==> src/rtl/vec_stream_sched.sv <==
// Phase controller for one Tanimoto job: routes the reference beats, then the compare beats,
// waits for the datapath to drain, and flags tlast framing errors.
module vec_stream_sched #(
  parameter int BUS_WIDTH    = 128,
  parameter int VECTOR_WIDTH = 920,
  parameter int REF_VEC_NO   = 8,
  parameter int CNT_W        = 32
) (
  input  logic                 clk,
  input  logic                 rstn,
  input  logic [CNT_W-1:0]     cfg_cmp_vec_no,
  input  logic                 cfg_start,
  output logic                 busy,
  output logic                 done,
  output logic                 err_tlast,
  input  logic [BUS_WIDTH-1:0] s_tdata,
  input  logic                 s_tvalid,
  input  logic                 s_tlast,
  output logic                 s_tready,
  output logic [BUS_WIDTH-1:0] ref_tdata,
  output logic                 ref_tvalid,
  input  logic                 ref_tready,
  output logic [BUS_WIDTH-1:0] cmp_tdata,
  output logic                 cmp_tvalid,
  output logic                 cmp_tlast,
  input  logic                 cmp_tready,
  input  logic                 dp_idle
);
  localparam int VB        = VECTOR_WIDTH / 8;
  localparam int BB        = BUS_WIDTH / 8;
  localparam int BB_LG     = $clog2(BB);
  localparam int REF_BEATS = (REF_VEC_NO * VB + BB - 1) / BB;
  localparam int EW        = CNT_W + 8;

  typedef enum logic [2:0] {IDLE, REF, CMP, DRAIN, DONE} state_t;

  state_t        state, state_nx;
  logic [EW-1:0] cnt, cnt_nx, cmp_beats, cmp_beats_nx, cmp_calc;
  logic          err_nx, acc, ref_last, cmp_last;

  // Compare region is padded to whole beats on its own, independent of the ref region.
  assign cmp_calc  = (EW'(cfg_cmp_vec_no) * EW'(VB) + EW'(BB - 1)) >> BB_LG;
  assign ref_tdata = s_tdata;
  assign cmp_tdata = s_tdata;
  assign acc       = s_tvalid & s_tready;
  assign ref_last  = (cnt == EW'(REF_BEATS - 1));
  assign cmp_last  = (cnt == cmp_beats - EW'(1));

  always_comb begin
    state_nx     = state;
    cnt_nx       = cnt;
    cmp_beats_nx = cmp_beats;
    err_nx       = err_tlast;
    s_tready     = 1'b0;
    ref_tvalid   = 1'b0;
    cmp_tvalid   = 1'b0;
    cmp_tlast    = 1'b0;
    busy         = 1'b0;
    done         = 1'b0;
    case (state)
      IDLE: if (cfg_start) begin
        cmp_beats_nx = cmp_calc;
        cnt_nx       = '0;
        err_nx       = 1'b0;
        state_nx     = REF;
      end
      REF: begin
        busy       = 1'b1;
        s_tready   = ref_tready;
        ref_tvalid = s_tvalid;
        if (acc) begin
          // With no compare region the last ref beat is the one that must carry tlast.
          if (s_tlast != (ref_last && cmp_beats == '0)) err_nx = 1'b1;
          if (ref_last) begin
            cnt_nx   = '0;
            state_nx = (cmp_beats == '0) ? DRAIN : CMP;
          end else begin
            cnt_nx = cnt + EW'(1);
          end
        end
      end
      CMP: begin
        busy       = 1'b1;
        s_tready   = cmp_tready;
        cmp_tvalid = s_tvalid;
        cmp_tlast  = cmp_last;
        if (acc) begin
          if (s_tlast != cmp_last) err_nx = 1'b1;
          cnt_nx = cnt + EW'(1);
          if (cmp_last) state_nx = DRAIN;
        end
      end
      DRAIN: begin
        busy = 1'b1;
        if (dp_idle) state_nx = DONE;
      end
      DONE: begin
        done     = 1'b1;
        state_nx = IDLE;
      end
      default: state_nx = IDLE;
    endcase
  end

  always_ff @(posedge clk) begin
    if (!rstn) begin
      state     <= IDLE;
      cnt       <= '0;
      cmp_beats <= '0;
      err_tlast <= 1'b0;
    end else begin
      state     <= state_nx;
      cnt       <= cnt_nx;
      cmp_beats <= cmp_beats_nx;
      err_tlast <= err_nx;
    end
  end
endmodule

==> config.mk <==
export PLATFORM = sky130hd
export DESIGN_NAME = vec_stream_sched
export DESIGN_NICKNAME = d
export VERILOG_FILES = /design/src/rtl/vec_stream_sched.sv
export SDC_FILE = /design/constraint.sdc
export NUM_CORES = 1
export LEC_CHECK = 0
export CORE_MARGIN = 1
export CORE_UTILIZATION = 40
export CTS_CLUSTER_SIZE = 10
export DETAILED_ROUTE_END_ITERATION = 12
export PLACE_DENSITY_LB_ADDON = 0.1
export SYNTH_ARGS = -nofsm -noshare
export SYNTH_HDL_FRONTEND = slang
export SYNTH_SLANG_ARGS = --single-unit
==> constraint.sdc <==
create_clock -name clk -period 6.3 [get_ports clk]
set_input_delay 1.575 -clock clk [delete_from_list [all_inputs] [get_ports clk]]
set_output_delay 1.575 -clock clk [all_outputs]
set_load 0.01 [all_outputs]
Word-level counts from Yosys, hierarchy flattened

Cells that the tools add are included.

Bits in registers: 80
Bits of input ports: 168
Output and inout port bits: 263
Logic and storage cells: 59

Add/subtract/negate cells: 3
$mul: 1
Equality and inequality tests: 16
Muxes and demuxes: 25
Bitwise gates (word level): 1
Reduce and logical (&&, ||, !) cells: 9

Operators by type and width:

| operator              | count |
|---|---|
| $mux 40               | 4 |
| $pmux 40 s3           | 1 |
| $add 39x4->40 const B | 1 |
| $add 40x1->40 const B | 1 |
| $eq 40x40->1          | 1 |
| $eq 40x6->1 const B   | 1 |
| $logic_not 40->1      | 1 |
| $mul 32x7->39 const B | 1 |
| $sub 36x1->37 const B | 1 |
| $mux 3                | 6 |
| $ne 2x2->1 const B    | 8 |
| $pmux 3 s4            | 1 |
| $reduce_and 6->1      | 2 |
| $mux 1                | 11 |
| $eq 3x2->1 const B    | 2 |
| $reduce_and 4->1      | 1 |
| $eq 3x1->1 const B    | 1 |
| $eq 3x3->1 const B    | 1 |
| $logic_not 3->1       | 1 |
| $pmux 1 s3            | 1 |
| $reduce_bool 3->1     | 1 |
| $reduce_or 3->1       | 1 |
| $ne 1x1->1            | 2 |
| $pmux 1 s2            | 1 |
| 3 further kinds       | 3 |

Logic depth before layout (Yosys ltp)

Gate-level depths: netlist (run 1).

Depth in word-level cells: 6
Mapped depth: 17
Gate-level depth less buffers: 16

Worst setup path after synthesis (run 1)

Ideal clock, no wire load.

Path kind: input port to flip-flop
Start point: in cfg_cmp_vec_no[18]
End point: reg cmp_beats[35]
Arrival time: 5.865 ns
Path slack: 0.373 ns
Stages: 17
Path through: inv_1 > fa_1 > inv_1 > fa_1 > fa_1 > ha_1 > ha_1 > clkbuf_1 > nand3_1 > nor3_1 > o2111ai_1 > o211ai_1 > nor2_1 > o31ai_1 > a311oi_1 > or4b_1 > nand3_1

Longest elaborated chain between the ends: 2

Ends and longest elaborated chain:

| item                 | RTL line | RTL |
|---|---|---|
| start, declared      | 11       | `input logic [CNT_W-1:0] cfg_cmp_vec_no,` |
| $mul 32x7->39        | 42       | `assign cmp_calc = (EW'(cfg_cmp_vec_no) * EW'(VB) + EW'(BB - 1)) >> BB_LG;` |
| $add 39x4->40        | 42       |  |
| end signal, assigned | 114      | `cmp_beats <= cmp_beats_nx;` |
| end, declared        | 38       | `logic [EW-1:0] cnt, cnt_nx, cmp_beats, cmp_beats_nx, cmp_calc;` |

No other way between the ends.
A chain may end at the register's enable or synchronous reset.

Final worst setup path (run 1)

Start point: in cfg_cmp_vec_no[9]
End point: reg cmp_beats[33]

Same word-level chain as after synthesis.

==> qor.yml, run 1 <==
status:
  status: "finished clean"
clock_network:
  hold_buffers: 0
  h-tree-depth: 3
  cts_tree: "yes"
  cts_buffers: 9
  clk_latency_ns: 0.35
  clock-sinks: 80
  clock_path_buffers: 2
  cts-root-buf: "clkbuf_16"
  cts.clk_slew.worst_paths_ns: 0.06
power_and_ir_drop:
  p_per_area_mw_per_mm2: 386
  p_leak_uw: 0.00481
  vdd_drop_max_v: 0.000142
floorplan:
  initial_utilization: 0.411
  rows: 60
  die_x_um: 169
  dieArea_mm2: 0.0285
  ios: 431
  die_h_um: 169
  core_mm2: 0.0271
synthesis:
  syn_area_mm2: 0.0111
  synthArstFlopShare: 0
  synth-compound-area-share: 0.106
  synth_edf_count: 0
  synthXorXnorAreaFrac: 0.0802
  synthMuxAreaShare: 0.00270
  syn_avg_cell_area_um2: 8.29
  ys_seq_area_frac: 0.144
  synthAdderAreaFrac: 0.260
  yosysWarnings: 0
  synth_top_family_by_area: "adder cells"
  yosys.area_share.simple: 0.182
  syn_inst: 1343
  syn_nets: 1691
  ys_ff_latch: 80
  synth-main-ff-cell: "dfxtp_1"
  synth_cell_types: 66
setup_path:
  path_max_fanout: 3
  crit_path_start: "cfg_cmp_vec_no[9]"
  reg2reg_depth: 11
  cp.depth: 17
  path_delay_family: "adder cells"
  critical_path.endpoint_type: "register"
  crit_required_ns: 6.54
  startpoint_type: "primary input"
  slowest_stage: "fa_1"
  critPathMostFrequentCell: "fa_1"
  crit_chain: "clkdlybuf4s50_1 > inv_1 > fa_1 > inv_1 > fa_1 > fa_1 > ha_1 > ha_1 > a2111o_1 > o2111ai_2 > o211ai_1 > nor2_1 > o31ai_2 > buf_4 > a21o_1 > a211o_1 > a32o_1"
  critical_path_arrival_ns: 6.38
  cp_num_buf_inv: 4
  slowest_delay_ns: 0.54
  crit_type: "primary input to register"
  r2r-start: "cmp_beats[0]"
grt:
  antenna_found_initial: 0
  grt_max_degree: 33
  grt_pass1_wl_um: 38700
  grt_usage: 0.166
  grt_pass1_vias: 7697
  gr-total-overflow: 0
sta:
  hold_violations: 0
  fmax_mhz: 163
  worst_pin_slew_ns: 0.900
  fin_hold_ws_ns: 0.497
  relSlewSlack: 0.399
  clock_skew_ns: 0.00916
  finalCriticalPeriod_ns: 6.14
  rsz0062_at_grt: "false"
  finalCritPeriodShare: 0.975
  finalSetupViolations: 0
  slew_viol_final: 0
drt:
  num_vias: 7867
  first_pass_iters: 5
  wl_um: 23200
  postRouteAntennaNets: 0
  drtIter0Drc: 424
  via_per_inst: 5.00
  drc: 0
  routedWlPerCell_um: 14.7
finish:
  drive_above_1_share: 0.102
  final_cell_count_no_fill: 1573
  areaGrowthSynthToFinish_pct: -1.26
  mostFrequentLayoutCells: "inv_1, nand2_1, buf_4"
  fill_cells: 2844
  diodes: 0
  layout.nets: 1544
  layout_commonest_cell: "inv_1"
hold_path:
  hold_class: "register to register"
  holdPathStages: 1
  hp-start: "err_tlast"
placed_design:
  routabilityCongestion: 0.845
  portBuffers: 46
  dp_cells: 1557
  dp_hpwl_um: 19600
run:
  maxCapViolCount: 0
==> worst register-to-register path, stage by stage (launching register included) <==
cell and delay (ns):
dfxtp_1 0.35, inv_1 0.07, ha_1 0.24, or4b_4 0.56
or4_1 0.71, nor4b_2 0.31, nor2_1 0.07, a221o_1 0.34
nor4_1 0.29, nand4_1 0.27, o21a_1 0.26, o31a_1 0.27
==> through the flow <==
stage / utilization / cell area, um2 / setup TNS [ns] / total power, uW / setup slack, ns
floorplan: - / 11100 / 0 / 2950 / 0.373
global placement: 0.394 / 10700 / -1.41 / 3720 / -0.245
detailed placement: 0.394 / 10700 / -1.87 / 3720 / -0.294
CTS: 0.405 / 11000 / 0 / 4270 / 0.0575
global route: 0.406 / 11000 / 0 / 4720 / 0.0101
finish: 0.406 / 11000 / 0 / 4240 / 0.158
==> Yosys cell counts, types with 3 or more instances <==
library cell | n | area (um2)
nor3b_1 | 3 | 22.5
nor4b_1 | 4 | 35.0
nor2_1 | 80 | 300
a21oi_1 | 28 | 140
nand4_1 | 18 | 113
nand3b_1 | 9 | 67.6
a21o_1 | 15 | 113
nand2_1 | 96 | 360
o311ai_0 | 4 | 35.0
a21boi_0 | 8 | 60.1
inv_1 | 107 | 402
a211o_1 | 5 | 43.8
o21bai_1 | 4 | 30.0
o21ai_0 | 49 | 245
nor4_1 | 22 | 138
or2_2 | 3 | 18.8
mux2i_1 | 3 | 30.0
nand2b_1 | 8 | 50.1
dfxtp_1 | 80 | 1600
clkbuf_1 | 39 | 146
xor2_1 | 55 | 482
or4b_1 | 3 | 30.0
o31ai_1 | 5 | 37.5
xnor2_1 | 47 | 412
buf_4 | 256 | 1920
a31oi_1 | 13 | 81.3
or3_1 | 17 | 106
nand4b_1 | 3 | 26.3
and3_1 | 14 | 87.6
o211ai_1 | 6 | 45.0
nand3_1 | 43 | 215
and4_1 | 3 | 26.3
ha_1 | 94 | 1180
nor3_1 | 32 | 160
and2_1 | 18 | 113
nor2b_1 | 5 | 31.3
a211oi_1 | 8 | 60.1
or4_1 | 11 | 82.6
fa_1 | 86 | 1720
==> registers in the layout, summed over array words and instances, names as in the netlist <==
register   cells
cmp_beats     36
err_tlast      1
state          3
cnt           40
==> power breakdown <==
part / total [uW] / internal, uW / switching, uW
Sequential: 760 / 598 / 162
Clock: 520 / 305 / 215
Combinational: 2960 / 1410 / 1550
Total: 4240 / 2310 / 1930
==> worst paths after layout <==
check	end	slack (ns)
max	cmp_beats[33]	0.16
min	err_tlast	0.50
max reg2reg	err_tlast	2.46
min reg2reg	err_tlast	0.50
==> final cells by class <==
type / instances / area [um2] / share of cell area
Sequential cell: 80 / 1600 / 0.146
Multi-Input combinational cell: 856 / 7050 / 0.642
Clock buffer: 10 / 229 / 0.0208
Clock inverter: 6 / 60.1 / 0.00546
Tap cell: 372 / 465 / 0.0423
Inverter: 107 / 402 / 0.0365
Timing Repair Buffer: 142 / 1180 / 0.107
==> cell families (layout without fill, tap and decap cells) <==
kind of cell,count (synthesis),count (layout)
buf+inv,407,265
simple gates,396,396
fa+ha+maj,180,180
compound gates,175,175
xor+xnor,102,102
flops,80,80
mux,3,3
==> timing repair <==
item / in CTS / in global routing
gates resized for setup: 0 / 9
endpoints found under the setup margin: 0 / 6
buffers inserted: 0 / 0
==> layer usage <==
layer / share of wire / vias to the layer above / global-route usage
met5: 0.0017 / - / 0.0104
met4: 0.016 / 2 / 0.0443
met3: 0.046 / 58 / 0.0346
met2: 0.43 / 171 / 0.256
met1: 0.51 / 3652 / 0.233
li1: - / 3984 / -
No activity file was read; power rests on OpenSTA's default activity.
==> run 2, diff against run 1 <==
Settings changed: REMOVE_ABC_BUFFERS set to 1.
==> run 2 against run 1 <==
  * Clock power increased by 8.1%
  * Worst hold slack improved by 0.0018 ns
  * Non-clock buffer count increased by 9
  * Via count increased by 16%
  * Sequential share of layout area decreased by 0.12 points
  * First-iteration DRC count increased by 76%
  * Total power increased by 5.8%
  * Worst setup slack improved by 0.046 ns
  * Global-route usage increased by 29 points
==> qor.yml, run 2 (synthesis gave the netlist of run 1 again) <==
setup_path:
  crit_chain: "clkdlybuf4s50_1 > inv_1 > fa_1 > inv_1 > fa_1 > fa_1 > ha_1 > ha_1 > a2111o_1 > o2111ai_2 > o211ai_1 > nor2_1 > o31ai_2 > buf_4 > a21o_1 > a211o_1 > a32o_1"
  crit_type: "primary input to register"
  cp_num_buf_inv: 4  # unchanged
  crit_path_start: "cfg_cmp_vec_no[9]"
  critPathMostFrequentCell: "fa_1"
  r2r-start: "cmp_beats[0]"
  startpoint_type: "primary input"
  critical_path_arrival_ns: 6.35  # -0.03 ns
  crit_required_ns: 6.55  # about the same
  slowest_delay_ns: 0.54  # about the same
  slowest_stage: "fa_1"
  r2r_end: "err_tlast"
  path_max_fanout: 3  # unchanged
  path_delay_family: "adder cells"
  critical_path.endpoint_type: "register"
  r2r_slack_ns: 2.28  # -0.18 ns
  reg2reg_depth: 11  # unchanged
sta:
  hold_violations: 0  # unchanged
  finalSetupViolations: 0  # unchanged
  clock_skew_ns: 0.0101  # +0.000939 ns
  fmax_mhz: 164  # +0.75%
  worst_pin_slew_ns: 0.871  # -0.0289 ns
  slew_viol_final: 0  # unchanged
  finalSetupTns_ns: 0  # unchanged
  finalCriticalPeriod_ns: 6.10  # -0.0459 ns
  relSlewSlack: 0.414  # +0.0154
  finalCritPeriodShare: 0.968  # -0.00728
finish:
  diodes: 0  # unchanged
  largestRegisters: "cnt: 40 flops, cmp_beats: 36 flops, state: 3 flops"
  drive_above_1_share: 0.112  # +0.00998
  areaGrowthSynthToFinish_pct: -0.438
  fin_area_mm2: 0.0111  # +0.83%
  multiInputGateArea_mm2: 0.00706  # +0.14%
  mostFrequentLayoutCells: "inv_1, buf_4, nand2_1"
  top_register: "cnt"
  layout_commonest_cell: "inv_1"
  fill_cells: 2825  # -0.67%
  fin_util: 0.409  # +0.00337
  register_area_mm2: 0.00160  # unchanged
  largest_reg_flops: 40  # unchanged
  layout.nets: 1553  # +0.58%
placed_design:
  dpl_cell_area_mm2: 0.0107  # +0.66%
  portBuffers: 46  # unchanged
  routabilityCongestion: 1.12  # +32%
  dp_hpwl_um: 55700  # +180%
power_and_ir_drop:
  p_leak_uw: 0.00486  # +1.2%
  vdd_drop_max_v: 0.000140  # -1.2%
  p_per_area_mw_per_mm2: 405  # +5.0%
grt:
  grt_usage: 0.455  # +0.289
  grt_pass1_wl_um: 83000  # +110%
  grt_pass1_vias: 8294  # +7.8%
  grt_max_degree: 41  # +24%
  antenna_found_initial: 0  # unchanged
  gr-total-overflow: 0  # unchanged
drt:
  drtIter0Drc: 745  # +76%
  wl_um: 65200  # +180%
  num_vias: 9135  # +16%
  routedWlPerCell_um: 41.2  # +180%
  via_per_inst: 5.77  # +15%
  first_pass_iters: 5  # unchanged
  postRouteAntennaNets: 0  # unchanged
  drc: 0  # unchanged
floorplan:
  initial_utilization: 0.411  # unchanged
  ios: 431  # unchanged
  core_mm2: 0.0271  # unchanged
  rows: 60  # unchanged
  die_h_um: 169  # unchanged
  dieArea_mm2: 0.0285  # unchanged
  die_x_um: 169  # unchanged
hold_path:
  hold_class: "register to register"
  hp-start: "err_tlast"
  holdPathStages: 1  # unchanged
  hold_end: "err_tlast"
clock_network:
  cts_resized: 0  # unchanged
  clk_latency_ns: 0.36  # about the same
  hold_buffers: 0  # unchanged
  cts_tree: "yes"
  cts-root-buf: "clkbuf_16"
  cts_buffers: 9  # unchanged
  cts_setup_buffers: 0  # unchanged
  clock_path_buffers: 2  # unchanged
  h-tree-depth: 3  # unchanged
  cts.clk_slew.worst_paths_ns: 0.07  # about the same
  clock-sinks: 80  # unchanged
run:
  maxCapViolCount: 0  # unchanged
status:
  status: "finished clean"
## run 2: changes by cell type in the layout (fill, tap and decap cells not counted)
| cell | delta |
|---|---|
| inv_6 | +3 |
| clkinv_4 | +1 |
| clkinvlp_4 | -1 |
| nand2_2 | +1 |
| clkinv_2 | -2 |
| a21oi_1 | -1 |
| o21ai_1 | -1 |
| o21ai_2 | +1 |
| nand2_1 | -1 |
| clkbuf_1 | -1 |
| a21oi_2 | +1 |
| buf_4 | +9 |
## run 2: where the power goes
part	switching (uW)	internal, uW
registers	176	598
clock network	250	312
logic	1690	1460
## run 2: per-stage QoR
step	instances	setup slack, ns	total power (uW)	hold WS, ns
4_1_cts	1582	0.0648	4460	0.502
5_1_grt	1582	-0.000174	4890	0.553
3_5_place_dp	1566	-0.279	3890	0.480
6_report	1582	0.204	4490	0.499
2_1_floorplan	1043	0.426	2740	0.471
3_3_place_gp	1566	-0.270	3920	0.475
## run 2: cell type report
type / count / area share
clock inverter: 7 / 0.00700
timing repair buffer: 151 / 0.113
tap: 372 / 0.0420
multi-input combinational: 856 / 0.637
sequential: 80 / 0.144
clock buffer: 9 / 0.0203
inverter: 107 / 0.0362
## run 2: worst max-delay path by stage
stage / end / cells past startpoint
after floorplan: cmp_beats[23] / 15
after global placement: cmp_beats[33] / 17
after detailed placement: cmp_beats[33] / 17
after CTS: cmp_beats[33] / 17
after global routing: cmp_beats[35] / 19
final: cmp_beats[33] / 17
## run 2: routing by layer
layer	track usage	vias to the layer above	wire length (um)
met3	0.464	193	14400
met2	0.642	675	26400
met5	0.165	-	571
met4	0.447	17	7460
met1	0.325	4243	16400
li1	-	4007	-
==> run 3, diff against run 2 <==
Settings changed: CORE_UTILIZATION 40 to 35.
==> run 3 against run 2 <==
  * Clock skew down 0.00073 ns
  * Flip-flop and latch count unchanged
  * Non-clock buffer count rose by 1
  * Worst hold slack better by 0.00056 ns
  * Combinational power down 1%
  * Routed wire length is essentially flat
  * Die area is 14% higher
  * Clock-buffer cell count unchanged
  * Clock power is 12% higher
  * Sequential power about the same
  * Critical path type is now register to primary output
==> qor.yml, run 3 (synthesis gave the netlist of run 1 again) <==
grt:
  grt_pass1_wl_um: 84700  # +2.1%
  antenna_found_initial: 0  # unchanged
  gr-total-overflow: 0  # unchanged
  grt_max_degree: 41  # unchanged
  grt_pass1_vias: 8365  # +0.86%
  grt_usage: 0.400  # -0.0553
floorplan:
  rows: 64  # +6.7%
  die_x_um: 180  # +6.8%
  die_h_um: 180  # +6.8%
  core_mm2: 0.0309  # +14%
  ios: 431  # unchanged
  dieArea_mm2: 0.0325  # +14%
  initial_utilization: 0.360  # -0.0506
setup_path:
  crit_chain: "inv_1 > ha_1 > or4b_4 > or4_1 > or3_1 > nand2_1 > nand2_1 > or4b_1 > nor3_1 > nand2_1 > nor3_1 > clkdlybuf4s50_1"
  slowest_stage: "or4_1"
  startpoint_type: "register"
  critPathMostFrequentCell: "nand2_1"
  critical_path_arrival_ns: 4.51  # -1.84 ns
  crit_type: "register to primary output"
  critical_path.endpoint_type: "primary output"
  crit_required_ns: 4.72  # -1.83 ns
  slowest_delay_ns: 0.72  # +0.18 ns
  cp_num_buf_inv: 2  # -2
  path_max_fanout: 9  # +6
  path_delay_family: "simple AND/OR/NAND/NOR gates"
drt:
  dr_wl_met3_um: 13700  # -4.8%
  dr.max_layer_used: "met5"
  postRouteAntennaNets: 0  # unchanged
  num_vias: 8974  # -1.8%
  via_per_inst: 5.58  # -3.3%
  drtIter0Drc: 653  # -12%
  wl_um: 65200  # about the same
  m1WireLength_um: 17200  # +5.2%
  drc: 0  # unchanged
  first_pass_iters: 6  # +1
  met2_wirelength_um: 25400  # -4.0%
  routedWlPerCell_um: 40.6  # -1.6%
power_and_ir_drop:
  power.combinational.fraction: 0.689  # -0.014
  power.switching_uw: 2060  # -2.8%
  clock_power_share: 0.140  # +0.015
  p_total_uw: 4510  # +0.41%
  intPower_uw: 2450  # +3.3%
  p_leak_uw: 0.00488  # +0.40%
  vdd_drop_max_v: 0.000139  # -0.71%
  seqPwrFrac: 0.171  # about the same
  p_per_area_mw_per_mm2: 404  # -0.17%
  switching_share: 0.457  # -0.0150
finish:
  register_area_mm2: 0.00160  # unchanged
  final_cell_count_no_fill: 1607  # +1.6%
  largestRegisters: "cnt: 40 flops, cmp_beats: 36 flops, state: 3 flops"
  layout.nets: 1554  # +0.064%
  areaGrowthSynthToFinish_pct: 0.146
  mostFrequentLayoutCells: "inv_1, buf_4, nand2_1"
  layout_commonest_cell: "inv_1"
  largest_reg_flops: 40  # unchanged
  multiInputGateArea_mm2: 0.00705  # -0.21%
  drive_above_1_share: 0.111  # -0.00174
  top_register: "cnt"
  fill_cells: 3282  # +16%
  diodes: 0  # unchanged
clock_network:
  cts_tree: "yes"
  clock_path_buffers: 2  # unchanged
  h-tree-depth: 3  # unchanged
  cts.clk_slew.worst_paths_ns: 0.07  # about the same
  cts_setup_buffers: 0  # unchanged
  cts_buffers: 9  # unchanged
  clk_latency_ns: 0.36  # about the same
  cts-root-buf: "clkbuf_16"
  clock-sinks: 80  # unchanged
sta:
  finalSetupViolations: 0  # unchanged
  clock_skew_ns: 0.00936  # -0.000732 ns
  rsz0062_at_grt: "false"
  finalSetupTns_ns: 0  # unchanged
  finalCriticalPeriod_ns: 6.09  # -0.0107 ns
  relSlewSlack: 0.407  # -0.00655
  finalCritPeriodShare: 0.966  # -0.00170
  hold_violations: 0  # unchanged
  slew_viol_final: 0  # unchanged
  worst_pin_slew_ns: 0.886  # +0.0147 ns
  fmax_mhz: 164  # +0.18%
placed_design:
  routabilityCongestion: 1.04  # -7.2%
  dp_cells: 1591  # +1.6%
  portBuffers: 46  # unchanged
  dp_hpwl_um: 56300  # +1.1%
run:
  maxCapViolCount: 0  # unchanged
status:
  status: "finished clean"
hold_path:
  hold_class: "register to register"
run 3: power by group through the flow:
stage | clock network (uW) | logic, uW | registers (uW)
2_1_floorplan | 0 | 2020 | 715
3_3_place_gp | 0 | 3110 | 775
3_5_place_dp | 0 | 3090 | 777
4_1_cts | 635 | 3120 | 765
5_1_grt | 655 | 3520 | 790
6_report | 631 | 3110 | 771
run 3: area by class of cell:
class	instances	area share
Inverter	107	0.0360
Sequential cell	80	0.144
Multi-Input combinational cell	856	0.632
Clock buffer	9	0.0202
Clock inverter	7	0.0108
Tap cell	396	0.0444
Timing Repair Buffer	152	0.113
run 3: through the flow:
stage | setup slack, ns | hold WS [ns] | util | cell area (um2)
3_3_place_gp | -0.280 | 0.476 | 0.349 | 10800
6_report | 0.215 | 0.499 | 0.361 | 11100
2_1_floorplan | 0.426 | 0.471 | - | 9030
3_5_place_dp | -0.266 | 0.482 | 0.349 | 10800
5_1_grt | 0.0000768 | 0.511 | 0.361 | 11100
4_1_cts | 0.0928 | 0.502 | 0.360 | 11100
run 3: layer usage:
metal | global-route usage | vias up
met3 | 0.403 | 219
met5 | 0.204 | -
li1 | - | 4008
met4 | 0.415 | 19
met1 | 0.290 | 4108
met2 | 0.547 | 620
run 3: what timing repair did:
action,CTS,global route
setup endpoints to repair,0,9
resized for setup,0,7
hold buffers,0,0
hold endpoints to repair,0,0
run 3: final timing paths:
| kind | cells past startpoint | endpoint | slack [ns] | from |
|---|---|---|---|---|
| worst min register to register | 1 | err_tlast | 0.50 | err_tlast |
| worst min-delay path | 1 | err_tlast | 0.50 | err_tlast |
| worst max-delay path | 12 | cmp_tlast | 0.21 | cmp_beats[0] |
| worst max register to register | 11 | err_tlast | 2.38 | cmp_beats[0] |
